**src/rtl/fifo_sync_param.sv**
```systemverilog
// rtl/fifo_sync_param.sv - single-clock parametrised FIFO with thresholds and sticky error flags
//
// Purpose: same-clock-domain buffer between producer and consumer logic.
//   Occupancy count, almost-full/almost-empty thresholds, sticky overflow/underflow.
// Build option: FIFO_SYNC_FWFT_EN selects first-word-fall-through output;
//   undefined (default) gives registered read with 1-cycle pop-to-data latency.
// Ports:
//   clk          rising-edge clock
//   reset        asynchronous active-high reset
//   synch_rst    synchronous clear, overrides push/pop
//   push, pop    write / read requests
//   data_input   write data, sampled on an accepted push
//   data_out     read data (registered or FWFT)
//   full_out, empty_out, almost_full, almost_empty  decodes of the count register
//   count        occupancy 0..DEPTH
//   overflow     sticky: push attempted while full
//   underflow    sticky: pop attempted while empty
module fifo_sync_param #(
  parameter int WORDLENGHT = 8,
  parameter int DEPTH      = 8,
  parameter int AF_TH      = DEPTH - 2,
  parameter int AE_TH      = 1
) (
  input  logic                     clk,
  input  logic                     reset,
  input  logic                     synch_rst,
  input  logic                     push,
  input  logic                     pop,
  input  logic [WORDLENGHT-1:0]    data_input,
  output logic [WORDLENGHT-1:0]    data_out,
  output logic                     full_out,
  output logic                     empty_out,
  output logic                     almost_full,
  output logic                     almost_empty,
  output logic [$clog2(DEPTH):0]   count,
  output logic                     overflow,
  output logic                     underflow
);

  localparam int AW = $clog2(DEPTH);
  localparam int CW = AW + 1;

  logic [WORDLENGHT-1:0] mem_q [DEPTH];
  logic [AW-1:0]         wr_ptr_q, wr_ptr_d;
  logic [AW-1:0]         rd_ptr_q, rd_ptr_d;
  logic [CW-1:0]         count_q, count_d;
  logic                  overflow_q, overflow_d;
  logic                  underflow_q, underflow_d;
  logic                  push_acc, pop_acc;

  // Status flags decode only the count register, never push/pop.
  assign full_out     = (count_q == CW'(DEPTH));
  assign empty_out    = (count_q == '0);
  assign almost_full  = (count_q >= CW'(AF_TH));
  assign almost_empty = (count_q <= CW'(AE_TH));
  assign count        = count_q;
  assign overflow     = overflow_q;
  assign underflow    = underflow_q;

  // Full/empty block only their own side, so push+pop at full still drains
  // one word and push+pop at empty still loads one word.
  assign push_acc = push && !full_out  && !synch_rst;
  assign pop_acc  = pop  && !empty_out && !synch_rst;

  always_comb begin
    wr_ptr_d    = wr_ptr_q;
    rd_ptr_d    = rd_ptr_q;
    count_d     = count_q;
    overflow_d  = overflow_q;
    underflow_d = underflow_q;
    if (synch_rst) begin
      wr_ptr_d    = '0;
      rd_ptr_d    = '0;
      count_d     = '0;
      overflow_d  = 1'b0;
      underflow_d = 1'b0;
    end else begin
      if (push_acc) wr_ptr_d = wr_ptr_q + AW'(1);
      if (pop_acc)  rd_ptr_d = rd_ptr_q + AW'(1);
      case ({push_acc, pop_acc})
        2'b10:   count_d = count_q + CW'(1);
        2'b01:   count_d = count_q - CW'(1);
        default: count_d = count_q;
      endcase
      if (push && full_out)  overflow_d  = 1'b1;
      if (pop  && empty_out) underflow_d = 1'b1;
    end
  end

  always_ff @(posedge clk or posedge reset) begin
    if (reset) begin
      wr_ptr_q    <= '0;
      rd_ptr_q    <= '0;
      count_q     <= '0;
      overflow_q  <= 1'b0;
      underflow_q <= 1'b0;
    end else begin
      wr_ptr_q    <= wr_ptr_d;
      rd_ptr_q    <= rd_ptr_d;
      count_q     <= count_d;
      overflow_q  <= overflow_d;
      underflow_q <= underflow_d;
    end
  end

  // Storage is intentionally not cleared by either reset.
  always_ff @(posedge clk) begin
    if (push_acc) mem_q[wr_ptr_q] <= data_input;
  end

`ifdef FIFO_SYNC_FWFT_EN
  // Head word is shown directly; pop just advances past it.
  assign data_out = empty_out ? '0 : mem_q[rd_ptr_q];
`else
  logic [WORDLENGHT-1:0] dout_q, dout_d;

  always_comb begin
    dout_d = dout_q;
    if (synch_rst)    dout_d = '0;
    else if (pop_acc) dout_d = mem_q[rd_ptr_q];
  end

  always_ff @(posedge clk or posedge reset) begin
    if (reset) dout_q <= '0;
    else       dout_q <= dout_d;
  end

  assign data_out = dout_q;
`endif

endmodule

```
**config.mk**
```make
export PLATFORM = sky130hd
export DESIGN_NAME = fifo_sync_param
export DESIGN_NICKNAME = d
export VERILOG_FILES = /design/src/rtl/fifo_sync_param.sv
export SDC_FILE = /design/constraint.sdc
export NUM_CORES = 1
export LEC_CHECK = 0
export ABC_AREA = 0
export BUFFER_PORTS_ARGS = -buffer_cell sky130_fd_sc_hd__buf_2
export CAP_MARGIN = 20
export CORE_MARGIN = 4
export CORE_UTILIZATION = 53
export DETAILED_ROUTE_END_ITERATION = 10
export GPL_TIMING_DRIVEN = 0
export PLACE_DENSITY = 0.75
export SLEW_MARGIN = 15
export SYNTH_ARGS = -nofsm -noshare
export SYNTH_HDL_FRONTEND = slang
export SYNTH_SLANG_ARGS = --single-unit
```
**constraint.sdc**
```tcl
create_clock -name clk -period 2.3 [get_ports clk]
set_input_delay 0.115 -clock clk [delete_from_list [all_inputs] [get_ports clk]]
set_output_delay 0.115 -clock clk [all_outputs]
set_load 0.05 [all_outputs]
```
==> flow_summary.json <==
{
  "initial_core_util_pct": 55.5,
  "numCtsBuffers": 9,
  "route.detailed.drc": 0,
  "setup.worst_path.start": "count[0]$_DFFE_PP0P_",
  "max_cap_violations": 0,
  "rows": 29,
  "cp_slowest_cell": "or4_4",
  "rrSetupSlack_ns": 0.13,
  "ys_seq_area_share_pct": 67.2,
  "layout-drive-gt1-share_pct": 34.7,
  "netlist_instances": 243,
  "overflow": 0,
  "critical_path_class": "reg2reg",
  "p_per_area_mw_per_mm2": 1090,
  "holdPathStages": 1,
  "grt_max_degree": 21,
  "ant_nets": 0,
  "p_comb_share_pct": 36.4,
  "routed_wl_um": 7000,
  "vias": 2157,
  "synth_edf_count": 64,
  "startpoint_type": "register",
  "hold_path.class": "in2reg",
  "synth_area_mm2": 0.00361,
  "dieWidth_um": 90.5,
  "cpMostUsedCell": "inv_2",
  "cts_tree": "built",
  "antenna_found_initial": 0,
  "io_pins": 31,
  "cts_max_path_buffers": 2,
  "io_buffers": 29,
  "wire_per_inst_um": 18.6,
  "cp_max_fo": 8,
  "synthesis.nets": 263,
  "die_h_um": 90.5,
  "crit_chain": "inv_2 -> ha_2 -> nand3b_1 -> inv_2 -> or4_4 -> nor2_4",
  "grt_pass1_vias": 2135,
  "switching_power_uw": 1670,
  "vias_per_cell": 5.72,
  "outcome": "complete, no violations",
  "initialDrtViolationCount": 165,
  "fin_crit_ns": 2.17,
  "yosysWarnings": 0,
  "async_flop_share_pct": 23.8,
  "setup_slack_ns": 0.125,
  "rr_worst_depth": 6,
  "fp.coreArea_mm2": 0.00649,
  "p_clk_share_pct": 23.4,
  "r2r-start": "count[0]$_DFFE_PP0P_",
  "rsz0062_at_grt": "true",
  "crit_path_end_kind": "register",
  "fin_cells": 377,
  "synth_area_per_cell_um2": 14.8,
  "place_area_mm2": 0.00388,
  "placed_cells": 350,
  "setup_violations": 0,
  "power_uw": 4580,
  "dieArea_mm2": 0.00819,
  "seqPwrFrac_pct": 40.2,
  "required_ns": 2.33,
  "switching_share_pct": 36.5,
  "slew_headroom_pct": 48.8,
  "p_leak_uw": 0.00158,
  "cp_top_family": "simple AND/OR/NAND/NOR gates",
  "synth-main-ff-cell": "edfxtp_1",
  "cp_num_buf_inv": 2,
  "worst_slew_pin_slew_ns": 0.767,
  "worst_ir_drop_vdd_mv": 0.475,
  "grt_pass1_wl_um": 11100,
  "cts_root_buf": "clkbuf_8",
  "maxSlewViolCount": 0,
  "nets": 315,
  "cp-endpoint": "mem_q[4][4]$_DFFE_PP_",
  "place_congestion": 0.795,
  "finalClockSkew_ns": 0.0124,
  "synth_seq_cells": 84,
  "cp.depth": 6,
  "insertedDiodeCount": 0,
  "rr_endpoint": "mem_q[4][4]$_DFFE_PP_",
  "worstSkewPairLatency_ns": 0.36,
  "ys_types": 40,
  "crit_arrival_ns": 2.21,
  "p_int_uw": 2910,
  "hpwlAfterDp_um": 4680,
  "final-hold-violation-count": 0,
  "syn2layout_area_growth_pct": 16.4,
  "drtPass1Iterations": 4,
  "fmax_mhz": 460,
  "final_area_mm2": 0.00420,
  "final.setup.tns_ns": 0,
  "slowest_delay_ns": 0.57,
  "preCtsSetupSlack_ns": -0.161,
  "ctsHtreeMaxLevel": 3,
  "post-route-period-util_pct": 94.6,
  "clk_pin_slew_ns": 0.09,
  "cts_sinks": 84,
  "track_usage_pct": 17.8
}
-- cells by family after synthesis --
family,count (synthesis),synth area share [%]
compound gates,34,6.49
xor+xnor,7,1.70
fa+ha+maj,7,2.43
buf+inv,20,2.64
flops,84,67.2
mux,27,11.0
simple gates,64,8.57
-- cell usage after synthesis (2+ instances only) --
cell type  count  share of area [%]
nand4b_1       2               0.49
nor3_1         4               0.56
nand2_1       16                1.7
ha_1           7                2.4
o21ai_0        4               0.56
nand2b_1       4               0.69
xor2_1         4               0.97
edfxtp_1      64                 53
dfrtp_1       20                 14
nand3_1        3               0.42
inv_1          7               0.73
mux2_2        17                5.3
xnor2_1        3               0.73
clkbuf_1       5               0.52
buf_1          2               0.21
nor2_1        25                2.6
buf_6          2               0.62
nand3b_1       2               0.42
mux4_2         8                5.0
o31ai_1        8                1.7
buf_2          4               0.56
a21oi_1        6               0.83
o22ai_1        9                1.6
-- registers in the layout, summed over array words and instances (netlist names) --
name and flops:
mem_q 64, data_out 8, count 4, rd_ptr_q 3, wr_ptr_q 3, overflow 1, underflow 1
-- area by class of cell --
| type | count | area [um2] |
|---|---|---|
| buffer | 13 | 68.8 |
| clock buffer | 10 | 128 |
| clock inverter | 6 | 71.3 |
| fill | 469 | 2300 |
| inverter | 7 | 26.3 |
| multi-input combinational | 139 | 1140 |
| sequential | 84 | 2420 |
| tap | 77 | 96.3 |
| timing repair buffer | 41 | 248 |
-- metrics by stage --
stage	utilization (%)	hold slack, ns
after floorplan	-	0.0787
after CTS	63.8	0.0269
final	64.7	0.0376
after global placement	59.7	0.286
after global routing	64.7	0.0320
after detailed placement	59.8	0.293
-- routing by layer --
| layer | wire length [um] | global-route usage, % |
|---|---|---|
| met2 | 3360 | 27.3 |
| met1 | 3240 | 24.7 |
| met4 | 123 | 7.91 |
| met3 | 272 | 3.58 |
| met5 | 0 | 0 |
-- cell usage in the layout (no fill, tap or decap), types with 8 or more instances in the layout --
| master | instances |
|---|---|
| edfxtp_1 | 64 |
| o31ai_1 | 8 |
| mux4_2 | 8 |
| buf_2 | 34 |
| nand2_1 | 16 |
| dfrtp_1 | 18 |
| o22ai_1 | 9 |
| buf_4 | 9 |
| mux2_2 | 17 |
| clkbuf_8 | 9 |
| nor2_1 | 21 |
-- power groups by stage --
stage / sequential (uW) / clock (uW) / combinational, uW
floorplan: 2120 / 0 / 974
global placement: 1880 / 0 / 1530
detailed placement: 1880 / 0 / 1560
CTS: 1850 / 1090 / 1590
global route: 1860 / 1140 / 1790
finish: 1840 / 1070 / 1670
-- timing repair --
action / 4_1_cts / 5_1_grt
hold buffers: 1 / 0
pin swaps: 1 / 2
buffers inserted: 3 / 7
endpoints found under the hold margin: 20 / 0
setup endpoints to repair: 45 / 61
resized for setup: 3 / 4
-- how the worst min path moves through the flow --
stage / startpoint / to / slack [ns]
3_3_place_gp: reset / data_out[3]$_DFFE_PP0P_ / 0.29
4_1_cts: data_input[1] / mem_q[5][1]$_DFFE_PP_ / 0.03
5_1_grt: data_input[1] / mem_q[5][1]$_DFFE_PP_ / 0.03
3_5_place_dp: reset / data_out[2]$_DFFE_PP0P_ / 0.29
6_report: data_input[5] / mem_q[4][5]$_DFFE_PP_ / 0.04
2_1_floorplan: reset / count[2]$_DFFE_PP0P_ / 0.08
No activity file was read; power rests on OpenSTA's default activity.
